## src/rtl/port_wr_sram_writer_if.sv

```systemverilog
// Bundled stream, page-allocator, SRAM, linked-list and descriptor signals of the
// port write back-end. The slave modport is the writer; master is its environment.
interface port_wr_sram_writer_if #(
   parameter int unsigned PAGE_W = 11
) ();
   logic              xfer_data_vld;
   logic [15:0]       xfer_data;
   logic              end_of_packet;

   logic              page_req;
   logic              page_gnt;
   logic [PAGE_W-1:0] page_addr;

   logic              sram_wr_en;
   logic [PAGE_W+2:0] sram_wr_addr;
   logic [15:0]       sram_wr_data;

   logic              link_wr_en;
   logic [PAGE_W-1:0] link_addr;
   logic [PAGE_W-1:0] link_data;

   logic              desc_vld;
   logic              desc_rdy;
   logic [3:0]        desc_dest;
   logic [8:0]        desc_len;
   logic [PAGE_W-1:0] desc_head;
   logic [PAGE_W-1:0] desc_tail;
   logic              len_err;
   logic              ovf_err;

   modport slave (
      input  xfer_data_vld, xfer_data, end_of_packet,
      input  page_gnt, page_addr,
      input  desc_rdy,
      output page_req,
      output sram_wr_en, sram_wr_addr, sram_wr_data,
      output link_wr_en, link_addr, link_data,
      output desc_vld, desc_dest, desc_len, desc_head, desc_tail,
      output len_err, ovf_err
   );

   modport master (
      output xfer_data_vld, xfer_data, end_of_packet,
      output page_gnt, page_addr,
      output desc_rdy,
      input  page_req,
      input  sram_wr_en, sram_wr_addr, sram_wr_data,
      input  link_wr_en, link_addr, link_data,
      input  desc_vld, desc_dest, desc_len, desc_head, desc_tail,
      input  len_err, ovf_err
   );
endinterface

```

## src/rtl/port_wr_sram_writer.sv

```systemverilog
// Port write back-end: buffers the half-word stream, packs it into 8-half-word SRAM
// pages, links the pages of a packet and issues one descriptor per packet.
module port_wr_sram_writer #(
   parameter int unsigned PAGE_W     = 11,
   parameter int unsigned FIFO_DEPTH = 16
) (
   input logic                  clk,
   input logic                  rst,
   port_wr_sram_writer_if.slave bus
);

   localparam int unsigned PtrW = (FIFO_DEPTH > 1) ? $clog2(FIFO_DEPTH) : 1;
   localparam int unsigned CntW = $clog2(FIFO_DEPTH + 1);

   typedef enum logic [0:0] {StIdle, StBody} state_e;

   // Holding FIFO
   logic [16:0]     mem_q [FIFO_DEPTH];
   logic [PtrW-1:0] wr_ptr_q, wr_ptr_d;
   logic [PtrW-1:0] rd_ptr_q, rd_ptr_d;
   logic [CntW-1:0] fill_q, fill_d;
   logic            full, empty, push, pop;
   logic [15:0]     head_data;
   logic            head_eop;

   // Page and packet state
   logic              pf_vld_q, pf_vld_d;
   logic [PAGE_W-1:0] pf_page_q, pf_page_d;
   logic [PAGE_W-1:0] cur_page_q, cur_page_d;
   logic [2:0]        offset_q, offset_d;
   state_e            state_q, state_d;
   logic [3:0]        dest_q, dest_d;
   logic [8:0]        hdr_len_q, hdr_len_d;
   logic [PAGE_W-1:0] head_pg_q, head_pg_d;
   logic [8:0]        cnt_q, cnt_d;

   // Registered outputs
   logic              sram_wr_en_q, sram_wr_en_d;
   logic [PAGE_W+2:0] sram_wr_addr_q, sram_wr_addr_d;
   logic [15:0]       sram_wr_data_q, sram_wr_data_d;
   logic              link_wr_en_q, link_wr_en_d;
   logic [PAGE_W-1:0] link_addr_q, link_addr_d;
   logic [PAGE_W-1:0] link_data_q, link_data_d;
   logic              desc_vld_q, desc_vld_d;
   logic [3:0]        desc_dest_q, desc_dest_d;
   logic [8:0]        desc_len_q, desc_len_d;
   logic [PAGE_W-1:0] desc_head_q, desc_head_d;
   logic [PAGE_W-1:0] desc_tail_q, desc_tail_d;
   logic              len_err_q, len_err_d;
   logic              ovf_err_q, ovf_err_d;

   // Combinational helpers
   logic [PAGE_W-1:0] page_used;
   logic [8:0]        cnt_inc;
   logic [8:0]        len_now;
   logic [8:0]        hdr_now;
   logic [3:0]        dest_now;
   logic [PAGE_W-1:0] head_now;
   logic              eop_stall;

   function automatic logic [PtrW-1:0] ptr_inc(input logic [PtrW-1:0] p);
      return (p == PtrW'(FIFO_DEPTH - 1)) ? '0 : p + PtrW'(1);
   endfunction

   assign full      = (fill_q == CntW'(FIFO_DEPTH));
   assign empty     = (fill_q == '0);
   assign head_data = mem_q[rd_ptr_q][15:0];
   assign head_eop  = mem_q[rd_ptr_q][16];

   always_ff @(posedge clk) begin
      if (push) begin
         mem_q[wr_ptr_q] <= {bus.end_of_packet, bus.xfer_data};
      end
   end

   always_comb begin
      wr_ptr_d       = wr_ptr_q;
      rd_ptr_d       = rd_ptr_q;
      pf_vld_d       = pf_vld_q;
      pf_page_d      = pf_page_q;
      cur_page_d     = cur_page_q;
      offset_d       = offset_q;
      state_d        = state_q;
      dest_d         = dest_q;
      hdr_len_d      = hdr_len_q;
      head_pg_d      = head_pg_q;
      cnt_d          = cnt_q;
      sram_wr_en_d   = 1'b0;
      sram_wr_addr_d = sram_wr_addr_q;
      sram_wr_data_d = sram_wr_data_q;
      link_wr_en_d   = 1'b0;
      link_addr_d    = link_addr_q;
      link_data_d    = link_data_q;
      desc_vld_d     = desc_vld_q;
      desc_dest_d    = desc_dest_q;
      desc_len_d     = desc_len_q;
      desc_head_d    = desc_head_q;
      desc_tail_d    = desc_tail_q;
      len_err_d      = len_err_q;

      page_used = (offset_q == 3'd0) ? pf_page_q : cur_page_q;
      cnt_inc   = (cnt_q == 9'h1FF) ? cnt_q : cnt_q + 9'd1;
      len_now   = cnt_inc;
      hdr_now   = hdr_len_q;
      dest_now  = dest_q;
      head_now  = head_pg_q;

      // A finished packet waits in the FIFO while the previous descriptor is pending.
      eop_stall = head_eop & desc_vld_q & ~bus.desc_rdy;
      pop       = ~empty & ((offset_q != 3'd0) | pf_vld_q) & ~eop_stall;
      push      = bus.xfer_data_vld & (~full | pop);
      ovf_err_d = ovf_err_q | (bus.xfer_data_vld & full & ~pop);
      fill_d    = fill_q + CntW'(push) - CntW'(pop);

      if (push) begin
         wr_ptr_d = ptr_inc(wr_ptr_q);
      end

      if (bus.page_gnt && !pf_vld_q) begin
         pf_page_d = bus.page_addr;
         pf_vld_d  = 1'b1;
      end

      if (desc_vld_q && bus.desc_rdy) begin
         desc_vld_d = 1'b0;
      end

      if (pop) begin
         rd_ptr_d       = ptr_inc(rd_ptr_q);
         sram_wr_en_d   = 1'b1;
         sram_wr_addr_d = {page_used, offset_q};
         sram_wr_data_d = head_data;
         offset_d       = offset_q + 3'd1;

         if (offset_q == 3'd0) begin
            cur_page_d = pf_page_q;
            pf_vld_d   = 1'b0;
            if (state_q == StBody) begin
               link_wr_en_d = 1'b1;
               link_addr_d  = cur_page_q;
               link_data_d  = pf_page_q;
            end
         end

         if (state_q == StIdle) begin
            dest_now  = head_data[3:0];
            hdr_now   = head_data[15:7];
            head_now  = page_used;
            len_now   = 9'd1;
            dest_d    = dest_now;
            hdr_len_d = hdr_now;
            head_pg_d = head_now;
            state_d   = StBody;
         end
         cnt_d = len_now;

         if (head_eop) begin
            desc_vld_d  = 1'b1;
            desc_dest_d = dest_now;
            desc_len_d  = len_now;
            desc_head_d = head_now;
            desc_tail_d = page_used;
            len_err_d   = (len_now != hdr_now);
            offset_d    = 3'd0;
            state_d     = StIdle;
         end
      end
   end

   always_ff @(posedge clk or posedge rst) begin
      if (rst) begin
         wr_ptr_q       <= '0;
         rd_ptr_q       <= '0;
         fill_q         <= '0;
         pf_vld_q       <= 1'b0;
         pf_page_q      <= '0;
         cur_page_q     <= '0;
         offset_q       <= 3'd0;
         state_q        <= StIdle;
         dest_q         <= '0;
         hdr_len_q      <= '0;
         head_pg_q      <= '0;
         cnt_q          <= '0;
         sram_wr_en_q   <= 1'b0;
         sram_wr_addr_q <= '0;
         sram_wr_data_q <= '0;
         link_wr_en_q   <= 1'b0;
         link_addr_q    <= '0;
         link_data_q    <= '0;
         desc_vld_q     <= 1'b0;
         desc_dest_q    <= '0;
         desc_len_q     <= '0;
         desc_head_q    <= '0;
         desc_tail_q    <= '0;
         len_err_q      <= 1'b0;
         ovf_err_q      <= 1'b0;
      end else begin
         wr_ptr_q       <= wr_ptr_d;
         rd_ptr_q       <= rd_ptr_d;
         fill_q         <= fill_d;
         pf_vld_q       <= pf_vld_d;
         pf_page_q      <= pf_page_d;
         cur_page_q     <= cur_page_d;
         offset_q       <= offset_d;
         state_q        <= state_d;
         dest_q         <= dest_d;
         hdr_len_q      <= hdr_len_d;
         head_pg_q      <= head_pg_d;
         cnt_q          <= cnt_d;
         sram_wr_en_q   <= sram_wr_en_d;
         sram_wr_addr_q <= sram_wr_addr_d;
         sram_wr_data_q <= sram_wr_data_d;
         link_wr_en_q   <= link_wr_en_d;
         link_addr_q    <= link_addr_d;
         link_data_q    <= link_data_d;
         desc_vld_q     <= desc_vld_d;
         desc_dest_q    <= desc_dest_d;
         desc_len_q     <= desc_len_d;
         desc_head_q    <= desc_head_d;
         desc_tail_q    <= desc_tail_d;
         len_err_q      <= len_err_d;
         ovf_err_q      <= ovf_err_d;
      end
   end

   // Request is masked during reset so every output reads 0 while rst is held.
   assign bus.page_req     = ~pf_vld_q & ~rst;
   assign bus.sram_wr_en   = sram_wr_en_q;
   assign bus.sram_wr_addr = sram_wr_addr_q;
   assign bus.sram_wr_data = sram_wr_data_q;
   assign bus.link_wr_en   = link_wr_en_q;
   assign bus.link_addr    = link_addr_q;
   assign bus.link_data    = link_data_q;
   assign bus.desc_vld     = desc_vld_q;
   assign bus.desc_dest    = desc_dest_q;
   assign bus.desc_len     = desc_len_q;
   assign bus.desc_head    = desc_head_q;
   assign bus.desc_tail    = desc_tail_q;
   assign bus.len_err      = len_err_q;
   assign bus.ovf_err      = ovf_err_q;

endmodule

```

## src/flat_wrapper.sv

```systemverilog
// flat-port wrapper written by rule: the top's interface ports become plain ports
module port_wr_sram_writer_flat 
#(
   parameter int unsigned PAGE_W     = 11,
   parameter int unsigned FIFO_DEPTH = 16
)
  (clk, rst, bus_xfer_data_vld, bus_xfer_data, bus_end_of_packet, bus_page_gnt, bus_page_addr, bus_desc_rdy, bus_page_req, bus_sram_wr_en, bus_sram_wr_addr, bus_sram_wr_data, bus_link_wr_en, bus_link_addr, bus_link_data, bus_desc_vld, bus_desc_dest, bus_desc_len, bus_desc_head, bus_desc_tail, bus_len_err, bus_ovf_err);
  port_wr_sram_writer_if #(.PAGE_W(PAGE_W)) bus_i ();
  input logic clk;
  input logic rst;
  input wire logic [$bits(bus_i.xfer_data_vld)-1:0] bus_xfer_data_vld;
  input wire logic [$bits(bus_i.xfer_data)-1:0] bus_xfer_data;
  input wire logic [$bits(bus_i.end_of_packet)-1:0] bus_end_of_packet;
  input wire logic [$bits(bus_i.page_gnt)-1:0] bus_page_gnt;
  input wire logic [$bits(bus_i.page_addr)-1:0] bus_page_addr;
  input wire logic [$bits(bus_i.desc_rdy)-1:0] bus_desc_rdy;
  output wire logic [$bits(bus_i.page_req)-1:0] bus_page_req;
  output wire logic [$bits(bus_i.sram_wr_en)-1:0] bus_sram_wr_en;
  output wire logic [$bits(bus_i.sram_wr_addr)-1:0] bus_sram_wr_addr;
  output wire logic [$bits(bus_i.sram_wr_data)-1:0] bus_sram_wr_data;
  output wire logic [$bits(bus_i.link_wr_en)-1:0] bus_link_wr_en;
  output wire logic [$bits(bus_i.link_addr)-1:0] bus_link_addr;
  output wire logic [$bits(bus_i.link_data)-1:0] bus_link_data;
  output wire logic [$bits(bus_i.desc_vld)-1:0] bus_desc_vld;
  output wire logic [$bits(bus_i.desc_dest)-1:0] bus_desc_dest;
  output wire logic [$bits(bus_i.desc_len)-1:0] bus_desc_len;
  output wire logic [$bits(bus_i.desc_head)-1:0] bus_desc_head;
  output wire logic [$bits(bus_i.desc_tail)-1:0] bus_desc_tail;
  output wire logic [$bits(bus_i.len_err)-1:0] bus_len_err;
  output wire logic [$bits(bus_i.ovf_err)-1:0] bus_ovf_err;
  assign bus_i.xfer_data_vld = bus_xfer_data_vld;
  assign bus_i.xfer_data = bus_xfer_data;
  assign bus_i.end_of_packet = bus_end_of_packet;
  assign bus_i.page_gnt = bus_page_gnt;
  assign bus_i.page_addr = bus_page_addr;
  assign bus_i.desc_rdy = bus_desc_rdy;
  assign bus_page_req = bus_i.page_req;
  assign bus_sram_wr_en = bus_i.sram_wr_en;
  assign bus_sram_wr_addr = bus_i.sram_wr_addr;
  assign bus_sram_wr_data = bus_i.sram_wr_data;
  assign bus_link_wr_en = bus_i.link_wr_en;
  assign bus_link_addr = bus_i.link_addr;
  assign bus_link_data = bus_i.link_data;
  assign bus_desc_vld = bus_i.desc_vld;
  assign bus_desc_dest = bus_i.desc_dest;
  assign bus_desc_len = bus_i.desc_len;
  assign bus_desc_head = bus_i.desc_head;
  assign bus_desc_tail = bus_i.desc_tail;
  assign bus_len_err = bus_i.len_err;
  assign bus_ovf_err = bus_i.ovf_err;
  port_wr_sram_writer #(.PAGE_W(PAGE_W), .FIFO_DEPTH(FIFO_DEPTH)) u_core (.clk(clk), .rst(rst), .bus(bus_i));
endmodule
```

## config.mk

```make
export PLATFORM = sky130hd
export DESIGN_NAME = port_wr_sram_writer_flat
export DESIGN_NICKNAME = d
export VERILOG_FILES = /design/src/rtl/port_wr_sram_writer_if.sv /design/src/rtl/port_wr_sram_writer.sv /design/src/flat_wrapper.sv
export SDC_FILE = /design/constraint.sdc
export NUM_CORES = 1
export LEC_CHECK = 0
export ABC_AREA = 1
export ABC_CLOCK_PERIOD_IN_PS = 7800
export CAP_MARGIN = 20
export CELL_PAD_IN_SITES_DETAIL_PLACEMENT = 0
export CELL_PAD_IN_SITES_GLOBAL_PLACEMENT = 1
export CORE_ASPECT_RATIO = 0.6
export CORE_UTILIZATION = 47
export CTS_CLUSTER_SIZE = 16
export DETAILED_ROUTE_END_ITERATION = 8
export PLACE_DENSITY_LB_ADDON = 0.1
export SYNTH_ARGS = -nofsm -noshare
export SYNTH_HDL_FRONTEND = slang
export SYNTH_SLANG_ARGS = --single-unit
```

## constraint.sdc

```tcl
create_clock -name clk -period 7.8 [get_ports clk]
set_clock_uncertainty 0.2 [all_clocks]
set_input_delay 1.56 -clock clk [delete_from_list [all_inputs] [get_ports clk]]
set_output_delay 1.56 -clock clk [all_outputs]
set_load 0.02 [all_outputs]
```

* Word-level counts from Yosys, hierarchy flattened
Memory sizes are Yosys's and may differ from the RTL's.
Cells that the tools add are included.
** Storage, ports and cells
- Output and inout port bits :: 93
- Bits in writable memories :: 272
- Memories :: 1
- Word-level logic and storage cells :: 87
- Bits of input ports :: 33
- Register bits :: 165
** Memories
- u_core.mem_q :: words 16, width 17, read ports 1, clocked after memory_dff 0, wr ports 1, line port_wr_sram_writer.sv:18 : logic [16:0] mem_q [FIFO_DEPTH];
** Cells by class
- Multiplexer cells :: 24
- Bitwise operators :: 18
- Reduce and logical (&&, ||, !) cells :: 8
- Add/sub/neg operators :: 6
- Eq/ne operators :: 5
** Operators by type and width (count)
- two-way mux 9 bit :: 5
- two-way mux 11 bit :: 2
- two-way mux 1 bit :: 13
- two-way mux 4 bit :: 3
- adder 9 x 1 -> 9 bit, second input constant :: 1
- == test 9 bit, second input constant :: 1
- inequality test 9 bit :: 1
- adder 4 x 1 -> 4 bit, second input constant :: 2
- bitwise AND 1 bit :: 8
- == test 4 bit, second input constant :: 2
- inverter 1 bit :: 7
- adder 5 x 1 -> 5 bit :: 1
- == test 5 bit, second input constant :: 1
- zero test 5 bit :: 1
- subtractor 5 x 1 -> 5 bit :: 1
- adder 3 x 1 -> 3 bit, second input constant :: 1
- zero test 3 bit :: 1
- two-way mux 3 bit :: 1
- OR 1 bit :: 3
- AND reduction 3 bit :: 1
- nonzero test 3 bit :: 1
- logical AND 1 bit :: 2
- AND reduction 2 bit :: 1
- zero test 1 bit :: 1

* Longest topological paths before layout
An unclocked memory read counts as a cell.
- Depth after elaboration :: 9
- Depth in mapped cells :: 18
- Depth with buffers taken out :: 18

* Worst setup path after synthesis
OpenSTA, ideal clock, no wires.
- Kind :: in2reg
- Start point :: input port bus_desc_rdy
- End point :: register u_core.fill_q[4]
- Stages :: 12
- Slack :: 4.162 ns
- Arrival time :: 3.310 ns
- Required time :: 7.472 ns
- Buffers on the path :: 1
- Setup time :: 0.128 ns
- Path through :: nor2_1 > nand2_4 > nand2_8 > clkbuf_1 > nand2_1 > nand2_1 > ha_1 > inv_1 > fa_1 > o21ai_0 > a21oi_1 > xor2_1
** On the way
- Word-level cells in the longest chain between the ends :: 8
** Ends and longest elaborated chain
- start, declared :: line flat_wrapper.sv:16 : input wire logic [$bits(bus_i.desc_rdy)-1:0] bus_desc_rdy;
- inverter 1 bit (*) :: line port_wr_sram_writer.sv:109 : eop_stall = head_eop & desc_vld_q & ~bus.desc_rdy;
- bitwise AND 1 bit (*) :: line port_wr_sram_writer.sv:109
- inverter 1 bit (*) :: line port_wr_sram_writer.sv:110 : pop = ~empty & ((offset_q != 3'd0) | pf_vld_q) & ~eop_stall;
- bitwise AND 1 bit (*) :: line port_wr_sram_writer.sv:110
- OR 1 bit :: line port_wr_sram_writer.sv:111 : push = bus.xfer_data_vld & (~full | pop);
- bitwise AND 1 bit :: line port_wr_sram_writer.sv:111
- adder 5 x 1 -> 5 bit :: line port_wr_sram_writer.sv:113 : fill_d = fill_q + CntW'(push) - CntW'(pop);
- subtractor 5 x 1 -> 5 bit (*) :: line port_wr_sram_writer.sv:113
- named net u_core.fill_d[4] :: line port_wr_sram_writer.sv:21 : logic [CntW-1:0] fill_q, fill_d;
- end signal, assigned :: line port_wr_sram_writer.sv:200 : fill_q <= fill_d;
- end, declared :: line port_wr_sram_writer.sv:21
The timed path passes the listed nets; every way through them passes the cells marked *.
A chain may end at the register's enable or synchronous reset.

* Worst setup path in the final report
- Start point :: register u_core.rd_ptr_q[0]
- End point :: memory u_core.mem_q[2][8], enable pin
** On the way
- Word-level cells in the longest chain between the ends :: 9
** Ends and longest elaborated chain
- start, declared :: line port_wr_sram_writer.sv:20 : logic [PtrW-1:0] rd_ptr_q, rd_ptr_d;
- start signal, assigned :: line port_wr_sram_writer.sv:199 : rd_ptr_q <= rd_ptr_d;
- memory (16 x 17 bit)
- bitwise AND 1 bit (2 in series) :: line port_wr_sram_writer.sv:109
- inverter 1 bit :: line port_wr_sram_writer.sv:110
- bitwise AND 1 bit :: line port_wr_sram_writer.sv:110
- OR 1 bit :: line port_wr_sram_writer.sv:111
- bitwise AND 1 bit :: line port_wr_sram_writer.sv:111
- two-way mux 1 bit :: line port_wr_sram_writer.sv:71 : if (push) begin
- two-way mux 1 bit (implied by the code) :: line port_wr_sram_writer.sv:72 : mem_q[wr_ptr_q] <= {bus.end_of_packet, bus.xfer_data};
- end, declared :: line port_wr_sram_writer.sv:18
Every way passes these cells.

==> run metrics <==
post-layout util=about 57%; antenna violations before repair=0; Slew Viols, Final=0; syn_nets=roughly 1700; clk sinks=around 430; first-pass GRT wire length=between 70 and 80 mm; die height=152 µm; antenna diode count=0; synthesis-stage register bit count=426; Peak VDD IR=~230 µV; Row Count=54; most common cell after layout, fill and taps aside=nand2_1; Top reg by flops=u_core.mem_q; share of post-route cells with drive strength above 1=7.08%; drt wl/cell=19.6 µm; placed cell count=roughly 2200; Gates resized, CTS repair=0; Total Die Area=approximately 39000 µm²; CP required=7.77 ns; sequential area share after synthesis=67.8%; postcts setup bufs=0; Worst-Skew Late Latency=between 0.5 and 0.6 ns; num ports=126; drt pass-1 iters=5; Routed Antenna Nets=0; vias in the first global route=around 12000; Initial Util=approximately half; Clk pin slew, worst setup/hold paths=~0.060 ns; final std cells w/o fill=~2300; clk root buf=clkbuf_16; Tot Pwr=just over 9000 µW; Detail Placement HPWL=around 29 mm; Num CTS Buffers=41; CP endpoint kind=flop; endpoints failing hold=0; Total GRT Usage=between 20% and 30%; via count=between 10000 and 15000; number of vias per cell=~5.3; crit path launch type=flop; synth unique cells=40; Worst Path Arrival=just under 5 ns; Yosys Warn Count=0; Setup TNS=0 ns; max FFs per register=between 200 and 300; Synth Cell Area=about 18000 µm²; port bufs=between 100 and 150; Syn Inst Count=~1600; H-tree lvl count=2; P&R area growth vs syn=17.3%; Starting DRT DRC Count=approximately 1200; commonest non-fill, non-tap cells in the layout=377 x nand2_1, 272 x edfxtp_1, 168 x nor2_1, 153 x dfrtp_1, 136 x o21ai_0; Setup violations, final=0; Hold Buf Count CTS=0; Leak=a little over 0.008 µW; grt total ovfl=0; pin count of the biggest net entering global routing=102; outcome=finished clean; Die Wd=253 µm; Crit Path Max Fanout=65; PwrDens=between 400 and 500 nW/µm²; CTS Buffer Depth=3; unrepaired setup endpoints after global routing=false; nets=between 1500 and 2000; max-cap violation count=0; Post-Route WL=approximately 45 mm; Residual DRC=0; Synth Area per Inst=10.8 µm²; core area=roughly 37000 µm²; Worst slew margin=27.0%; Max Freq=between 200 and 250 MHz; Worst Tran Pin Value=around 1.1 ns; FILL cells=between 3000 and 4000; Worst Hold Class=reg -> reg; CTS tree=done; Crit Path Category=reg -> reg; minimum clock period=between 4 and 5 ns; GPL Wtd Cong=about 0.83; ratio of final minimum period to clock period=between 60% and 70%
[worst paths after layout]
check                                            start                 endpoint  slack, ns  cells after the start
worst max register to register      u_core.rd_ptr_q[0]       u_core.mem_q[2][8]       2.93                     12
worst min register to register  u_core.bus.desc_len[7]   u_core.bus.desc_len[7]       0.28                      2
max in group asynchronous                          rst      u_core.head_pg_q[3]       4.64                      3
min in group asynchronous                          rst  u_core.bus.link_data[0]       1.41                      2
worst max-delay path                u_core.rd_ptr_q[0]       u_core.mem_q[2][8]       2.93                     12
worst min-delay path            u_core.bus.desc_len[7]   u_core.bus.desc_len[7]       0.28                      2
[critical path: stages (launching register included)]
cell and delay (ns):
dfrtp_4 0.87, clkinv_2 0.78, nor2_1 0.27, nor2_1 0.06, o21ai_1 0.12, o211ai_2 0.11, nand3_2 0.09, nand2_2 0.12
nand2_4 0.11, nand2_8 0.21, a21oi_4 0.38, nand2_1 0.25, nor2_2 0.86
[cell usage after synthesis]
| master | count | area (µm²) |
|---|---|---|
| o21ai_1 | 67 | 335 |
| o21ai_0 | 136 | 681 |
| buf_6 | 9 | 101 |
| inv_2 | 3 | 11.3 |
| nand3_1 | 109 | 546 |
| nand2_8 | 1 | 20.0 |
| o211ai_2 | 2 | 25.0 |
| a21oi_1 | 16 | 80.1 |
| a21oi_2 | 2 | 17.5 |
| inv_1 | 119 | 447 |
| nand3b_1 | 1 | 7.51 |
| dfrtp_1 | 154 | 3850 |
| nand3_2 | 3 | 30.0 |
| o211ai_1 | 23 | 173 |
| a21oi_4 | 1 | 16.3 |
| a31o_2 | 1 | 8.76 |
| buf_1 | 4 | 15.0 |
| clkinv_1 | 1 | 3.75 |
| edfxtp_1 | 272 | 8170 |
| nand4_1 | 4 | 25.0 |
| nand2_1 | 377 | 1420 |
| buf_4 | 12 | 90.1 |
| or2_2 | 2 | 12.5 |
| a31oi_1 | 16 | 100 |
| fa_1 | 1 | 20.0 |
| nand3_4 | 1 | 17.5 |
| buf_2 | 31 | 155 |
| ha_1 | 13 | 163 |
| a21o_1 | 1 | 7.51 |
| clkbuf_1 | 36 | 135 |
| o22ai_2 | 1 | 12.5 |
| nand2_2 | 1 | 6.26 |
| xnor2_1 | 2 | 17.5 |
| inv_4 | 1 | 6.26 |
| o221ai_1 | 20 | 175 |
| nor3_1 | 3 | 15.0 |
| xor2_1 | 7 | 61.3 |
| nor2_1 | 184 | 691 |
| o22ai_1 | 9 | 56.3 |
| nand2_4 | 1 | 11.3 |
[per-stage QoR]
step | cell area [µm²] | hold WS [ns] | worst slack (ns)
after floorplan | 17700 | 0.250 | 1.89
after global placement | 19300 | 0.264 | 2.99
after detailed placement | 19300 | 0.271 | 2.94
after CTS | 20700 | 0.287 | 2.90
after global routing | 20800 | 0.303 | 2.56
final | 20800 | 0.280 | 2.93
[final cells by class]
| class | instances | area (µm²) | share of cell area (%) |
|---|---|---|---|
| Sequential cell | 426 | 12000 | 57.8 |
| Multi-Input combinational cell | 1005 | 4790 | 23.0 |
| Timing Repair Buffer | 148 | 1470 | 7.07 |
| Clock buffer | 49 | 1120 | 5.38 |
| Tap cell | 504 | 631 | 3.03 |
| Inverter | 124 | 474 | 2.28 |
| Clock inverter | 27 | 293 | 1.41 |
[cell families (layout without fill, tap and decap cells)]
family,count (synthesis),after routing,share of synthesized area (%)
xor+xnor,9,9,0.445
buf+inv,216,348,5.44
flops,426,426,67.8
compound gates,295,295,9.52
fa+ha+maj,14,14,1.03
simple gates,687,687,15.8
[layer usage]
metal / share of wire [%] / vias up / GRT usage (%)
met5: 0 / - / 0
met4: 2.0 / 0 / 5.89
met3: 5.1 / 59 / 3.64
met2: 41 / 328 / 32.9
met1: 52 / 5810 / 39.4
li1: - / 5801 / -
[report_power, final]
part           internal, µW  total [µW]  switching (µW)
combinational          1250        3740            2500
clock                  1230        2110             877
sequential             2920        3240             320
(Power assumes the default switching activity.)
